## config.mk

```make
export PLATFORM = sky130hd
export DESIGN_NAME = mb_audio_resampler
export DESIGN_NICKNAME = d
export VERILOG_FILES = /design/src/rtl/mb_audio_resampler.sv
export SDC_FILE = /design/constraint.sdc
export NUM_CORES = 1
export LEC_CHECK = 0
export CORE_MARGIN = 2
export CORE_UTILIZATION = 35
export DETAILED_ROUTE_END_ITERATION = 7
export DONT_BUFFER_PORTS = 1
export PLACE_DENSITY = 0.58
export SETUP_SLACK_MARGIN = 0.4
export SLEW_MARGIN = 15
export SYNTH_ARGS = -nofsm -noshare
export SYNTH_HDL_FRONTEND = slang
export SYNTH_SLANG_ARGS = --single-unit
```

## constraint.sdc

```tcl
create_clock -name clk_logic -period 3.7 [get_ports clk_logic]
set_input_delay 0.37 -clock clk_logic [delete_from_list [all_inputs] [get_ports clk_logic]]
set_output_delay 0.37 -clock clk_logic [all_outputs]
set_load 0.005 [all_outputs]
```

## src/rtl/mb_audio_resampler.sv

```systemverilog
// mb_audio_resampler: converts the two Mockingboard PSG mix outputs into
// signed 16-bit PCM stereo samples at SAMPLE_HZ, delivered through a small
// valid/ready FIFO.
// Build option: define MB_RESAMPLE_LPF_EN to enable the first-order low-pass
// filter; without it each channel simply holds the last conditioned input.
module mb_audio_resampler #(
    parameter int unsigned CLK_HZ       = 54_000_000,
    parameter int unsigned SAMPLE_HZ    = 48_000,
    parameter int unsigned FILTER_SHIFT = 4,
    parameter int unsigned FIFO_DEPTH   = 4
) (
    input  logic               clk_logic,
    input  logic               system_reset_n,
    input  logic               ce_i,
    input  logic               enable_i,
    input  logic [9:0]         audio_l_i,
    input  logic [9:0]         audio_r_i,
    output logic               sample_valid_o,
    input  logic               sample_ready_i,
    output logic signed [15:0] sample_l_o,
    output logic signed [15:0] sample_r_o,
    output logic               overflow_o
);

    localparam int unsigned PW = $clog2(FIFO_DEPTH);

    // Elaboration-time parameter sanity checks.
    if (SAMPLE_HZ >= CLK_HZ) begin : g_bad_rate
        $error("SAMPLE_HZ must be below CLK_HZ");
    end
    if (FILTER_SHIFT < 1 || FILTER_SHIFT > 8) begin : g_bad_shift
        $error("FILTER_SHIFT must be in 1..8");
    end
    if (FIFO_DEPTH < 2 || (FIFO_DEPTH & (FIFO_DEPTH - 1)) != 0) begin : g_bad_depth
        $error("FIFO_DEPTH must be a power of two, at least 2");
    end

    logic signed [10:0] x_l, x_r;
    logic signed [10:0] y_l, y_r;

    // Remove the DC midpoint; a disabled block feeds silence into the filter.
    always_comb begin
        x_l = '0;
        x_r = '0;
        if (enable_i) begin
            x_l = $signed({1'b0, audio_l_i}) - 11'sd384;
            x_r = $signed({1'b0, audio_r_i}) - 11'sd384;
        end
    end

`ifdef MB_RESAMPLE_LPF_EN
    localparam int unsigned AW = 11 + FILTER_SHIFT;

    logic signed [AW-1:0] acc_l, acc_r;
    logic signed [AW-1:0] xe_l, xe_r;
    logic signed [AW-1:0] dec_l, dec_r;

    assign xe_l  = {{FILTER_SHIFT{x_l[10]}}, x_l};
    assign xe_r  = {{FILTER_SHIFT{x_r[10]}}, x_r};
    // acc >>> S written as an explicit sign-extended slice
    assign dec_l = {{FILTER_SHIFT{acc_l[AW-1]}}, acc_l[AW-1:FILTER_SHIFT]};
    assign dec_r = {{FILTER_SHIFT{acc_r[AW-1]}}, acc_r[AW-1:FILTER_SHIFT]};
    assign y_l   = acc_l[AW-1:FILTER_SHIFT];
    assign y_r   = acc_r[AW-1:FILTER_SHIFT];

    // Leaky integrator advanced once per PSG update strobe.
    always_ff @(posedge clk_logic or negedge system_reset_n) begin
        if (!system_reset_n) begin
            acc_l <= '0;
            acc_r <= '0;
        end else if (ce_i) begin
            acc_l <= acc_l + xe_l - dec_l;
            acc_r <= acc_r + xe_r - dec_r;
        end
    end
`else
    logic signed [10:0] hold_l, hold_r;

    assign y_l = hold_l;
    assign y_r = hold_r;

    // Unfiltered: capture the conditioned input on each PSG update strobe.
    always_ff @(posedge clk_logic or negedge system_reset_n) begin
        if (!system_reset_n) begin
            hold_l <= '0;
            hold_r <= '0;
        end else if (ce_i) begin
            hold_l <= x_l;
            hold_r <= x_r;
        end
    end
`endif

    logic [31:0] phase;
    logic [32:0] phase_sum;
    logic        tick;

    assign phase_sum = {1'b0, phase} + 33'(SAMPLE_HZ);
    assign tick      = (phase_sum >= 33'(CLK_HZ));

    // Fractional phase accumulator: SAMPLE_HZ ticks per CLK_HZ cycles, no drift.
    always_ff @(posedge clk_logic or negedge system_reset_n) begin
        if (!system_reset_n) begin
            phase <= '0;
        end else if (tick) begin
            phase <= 32'(phase_sum - 33'(CLK_HZ));
        end else begin
            phase <= phase_sum[31:0];
        end
    end

    logic [31:0] mem [FIFO_DEPTH];
    logic [PW:0] wr_ptr, rd_ptr;
    logic        empty, full, pop, push;
    logic [31:0] head;

    assign empty = (wr_ptr == rd_ptr);
    assign full  = (wr_ptr[PW] != rd_ptr[PW]) && (wr_ptr[PW-1:0] == rd_ptr[PW-1:0]);
    assign pop   = !empty && sample_ready_i;
    assign push  = tick && (!full || pop);
    assign head  = mem[rd_ptr[PW-1:0]];

    assign sample_valid_o = !empty;
    assign sample_l_o     = head[31:16];
    assign sample_r_o     = head[15:0];

    // Sample FIFO; a tick into a full FIFO without a pop is dropped and flagged.
    always_ff @(posedge clk_logic or negedge system_reset_n) begin
        if (!system_reset_n) begin
            wr_ptr     <= '0;
            rd_ptr     <= '0;
            overflow_o <= 1'b0;
            for (int unsigned i = 0; i < FIFO_DEPTH; i++) begin
                mem[i] <= '0;
            end
        end else begin
            if (push) begin
                mem[wr_ptr[PW-1:0]] <= {y_l, 5'b0, y_r, 5'b0};
                wr_ptr              <= wr_ptr + 1'b1;
            end
            if (pop) begin
                rd_ptr <= rd_ptr + 1'b1;
            end
            if (tick && full && !pop) begin
                overflow_o <= 1'b1;
            end
        end
    end

endmodule

```

==> metrics <==
status=complete, but fails checks; failing checks=hold timing; mapped cell area=7630 um^2; YS warnings=0; CP cell instances=or4_4 > a21oi_4 > nor3_1 > nor4b_2 > buf_4 > o21ai_4 > o211ai_4 > a21oi_4 > buf_12 > nand2_2 > buf_12 > mux2_2; switching power=0.920 mW; Placer Congestion=0.877; Critical Path Start Type=flip-flop; CTS tree=yes; final WL=17300 um; Worst VDD drop=0.293 mV; first-pass GRT wire length=27400 um; RSZ-0062 raised after global routing=yes; fraction of layout cells with a size suffix above 1=25.3%; CP max FO=22; Synth-to-Final Area Change=15.8%; Syn Inst Count=637; DR WL met3=814 um; Top FF cell, synth=dfrtp_1; Initial DRC Count=386; number of global-route vias before repair=5148; die height=152 um; hold slack=-0.350 ns; CTS H-tree depth=4; leakage power=4.00 nW; Comb pwr share=9.7%; synthesized flop and latch total=142; Routed wire per std cell=18.3 um; total core area=21600 um^2; Ports=59; uppermost layer routed=met4; clock slew at reported path FFs=0.07 ns; CP peak stage delay=0.59 ns; Post-synth EDFFs=0; skew final=0.0153 ns; max_cap viols=0; initial core utilization=35.3%; Clock Path Buffers=2; Pwr per Cell Area=415 nW/um^2; data required time of the critical path=4.00 ns; Num CTS Buffers=17; Sw Share=25.1%; largest net degree at the start of global routing=143; setup TNS=0 ns; Die ar.=23000 um^2; Final HPWL DP=10900 um; Total GRT Usage=15.5%; area of the multi-input gates=3850 um^2; vias per std cell=5.30; FF+latch area=3570 um^2; Slew @ Worst Pin=0.626 ns; placed cells=894; first-pass iteration count of the detailed router=4; antenna viol nets, final=0; Site Rows=54; port bufs=0; Async SR Flop Fraction=100%; DR vias=5031; Final Hold Vio Count=142; Flop pwr share=44.4%; kind of critical path=flip-flop to flip-flop; antenna violations before repair=0; Hold Path Class=input port to asynchronous set/reset pin; Slowest cell on crit path=or4_4; post-layout minimum cycle time=3.25 ns; clock tree sinks=142; Tcrit/Tclk final=87.8%; fillers=2038; CTS root buffer=clkbuf_16; clk_lat worst skew=0.43 ns; Pint=2.75 mW; CP Capture Type=flip-flop; Peak Freq=0.308 GHz; Worst EP arrival=3.54 ns; Clk network pwr share=45.9%; Layout Nets=691; # diodes=0; Slew Viols, Final=0; Final Setup Violations=0; DRC violations left=0; Die Span X=152 um; Synth Area per Inst=12.0 um^2; sequential-to-total area share from yosys stat=46.6%; Non-Filler Instances=949; met1 wire length=7580 um; Distinct cells, synth=75; Rel. slew slack=57.9%; total congestion overflow=0; wire length on met2=8740 um
power by group through the flow:
stage	combinational (mW)	clock, mW	sequential (mW)
after floorplan	0.303	0	1.65
after global placement	0.358	0	1.65
after detailed placement	0.370	0	1.66
after CTS	0.366	1.72	1.63
after global routing	0.394	1.78	1.63
final	0.355	1.68	1.63
worst paths after layout:
path / startpoint / to / slack (ns) / depth (start not counted)
worst max-delay path: phase[13]$_DFF_PN0_ / mem[63]$_DFFE_PN0P_ / 0.45 / 12
worst min-delay path: system_reset_n / phase[23]$_DFF_PN0_ / -0.35 / 0
worst max register to register: phase[13]$_DFF_PN0_ / mem[63]$_DFFE_PN0P_ / 0.45 / 12
worst min register to register: mem[38]$_DFFE_PN0P_ / mem[38]$_DFFE_PN0P_ / 0.49 / 1
max in group asynchronous: system_reset_n / hold_r[10]$_DFFE_PN0P_ / 3.74 / 0
min in group clk_logic: ce_i / hold_r[3]$_DFFE_PN0P_ / 0.04 / 1
critical path, delay by kind of cell (launching register included):
family / cells / cell delay, ns
AO/OA/AOI/OAI: 4 / 0.68
buffers and inverters: 3 / 0.56
flip-flops: 1 / 0.45
multiplexers: 1 / 0.36
AND/OR/NAND/NOR: 4 / 1.05
cell type report:
type	instances	share of cell area [%]
Clock buffer	20	4.94
Clock inverter	11	1.51
Inverter	34	1.44
Multi-Input combinational cell	425	43.5
Sequential cell	142	40.3
Tap cell	280	3.96
Timing Repair Buffer	37	4.25
cells in the mapped netlist (all sizes together), types with 2 or more instances:
cell type  number  share of area, %
nand2          31               1.7
nand3b          2              0.20
nand4b          4              0.46
inv            33               1.6
ha              9               1.5
mux2i           2              0.26
a21oi          10              0.95
o211ai          8              0.97
a31oi           4              0.33
buf            29               2.9
nor2           25               1.3
nand2b          6              0.49
or3             3              0.25
nand4           5              0.41
clkbuf         17              0.84
o22ai           6              0.66
o21ai          33               2.3
dfrtp         142                47
nor3           17               1.5
nand3          29               1.9
mux4           22               6.5
xor2           12               1.4
or2             2              0.16
xnor2          38               4.5
nor2b           2              0.16
mux2           92                14
o2111ai         4              0.54
o31ai           8               1.0
and3            7              0.57
o21bai          4              0.44
a21o            2              0.20
nor4            5              0.41
layout by cell type (no fill, tap or decap), types with 5 or more instances in the layout:
cell / Yosys / layout
xor2_1: 12 / 12
conb_1: 1 / 10
xnor2_1: 37 / 37
ha_1: 9 / 8
o31ai_1: 6 / 5
dfrtp_1: 142 / 132
nor4_1: 5 / 5
nor3_1: 13 / 13
nor2_1: 23 / 20
and3_1: 7 / 7
a21oi_1: 8 / 7
nand2b_1: 6 / 6
mux4_2: 22 / 22
mux2_2: 13 / 13
buf_12: 0 / 5
nand4_1: 5 / 5
clkbuf_16: 0 / 19
o211ai_1: 7 / 7
inv_1: 33 / 33
o21ai_0: 28 / 28
dfrtp_2: 0 / 10
nand3_1: 29 / 29
nand2_1: 27 / 27
mux2_4: 17 / 17
buf_4: 11 / 30
mux2_1: 62 / 62
metal layers:
| layer | up-vias | GRT usage, % |
|---|---|---|
| met4 | 0 | 5.51 |
| met2 | 110 | 25.1 |
| li1 | 2310 | - |
| met3 | 16 | 4.13 |
| met1 | 2595 | 20.0 |
| met5 | - | 0 |
sequential cells by signal, summed over array words and instances (netlist names):
name	count
mem	88
phase	25
hold_l	11
rd_ptr	3
hold_r	11
wr_ptr	3
overflow_o	1
per-stage QoR:
| step | power (mW) | hold slack, ns | setup slack [ns] | instance area [um^2] | util, % |
|---|---|---|---|---|---|
| 3_5_place_dp | 2.03 | 0.0899 | 0.188 | 7890 | 36.5 |
| 3_3_place_gp | 2.01 | 0.0881 | 0.298 | 7890 | 36.5 |
| 2_1_floorplan | 1.95 | 0.0744 | 0.494 | 7670 | - |
| 4_1_cts | 3.71 | -0.368 | 0.401 | 8520 | 39.4 |
| 6_report | 3.67 | -0.350 | 0.452 | 8840 | 40.9 |
| 5_1_grt | 3.81 | -0.374 | 0.364 | 8840 | 40.9 |
kinds of logic after synthesis:
family / Yosys count / synth area share [%]
simple gates: 143 / 10.1
mux: 116 / 21.2
flops: 142 / 46.6
other cells: 1 / 0.0491
buf+inv: 80 / 5.39
xor+xnor: 50 / 5.84
fa+ha+maj: 9 / 1.48
compound gates: 96 / 9.43
what timing repair did:
| item | in CTS | in global routing |
|---|---|---|
| resized for setup | 7 | 26 |
| cloned | 0 | 3 |
| endpoints found under the setup margin | 94 | 104 |
| setup buffers | 3 | 18 |
| pin swaps | 2 | 7 |
| hold endpoints to repair | 142 | 142 |
Power figures use the tool's default switching activity.
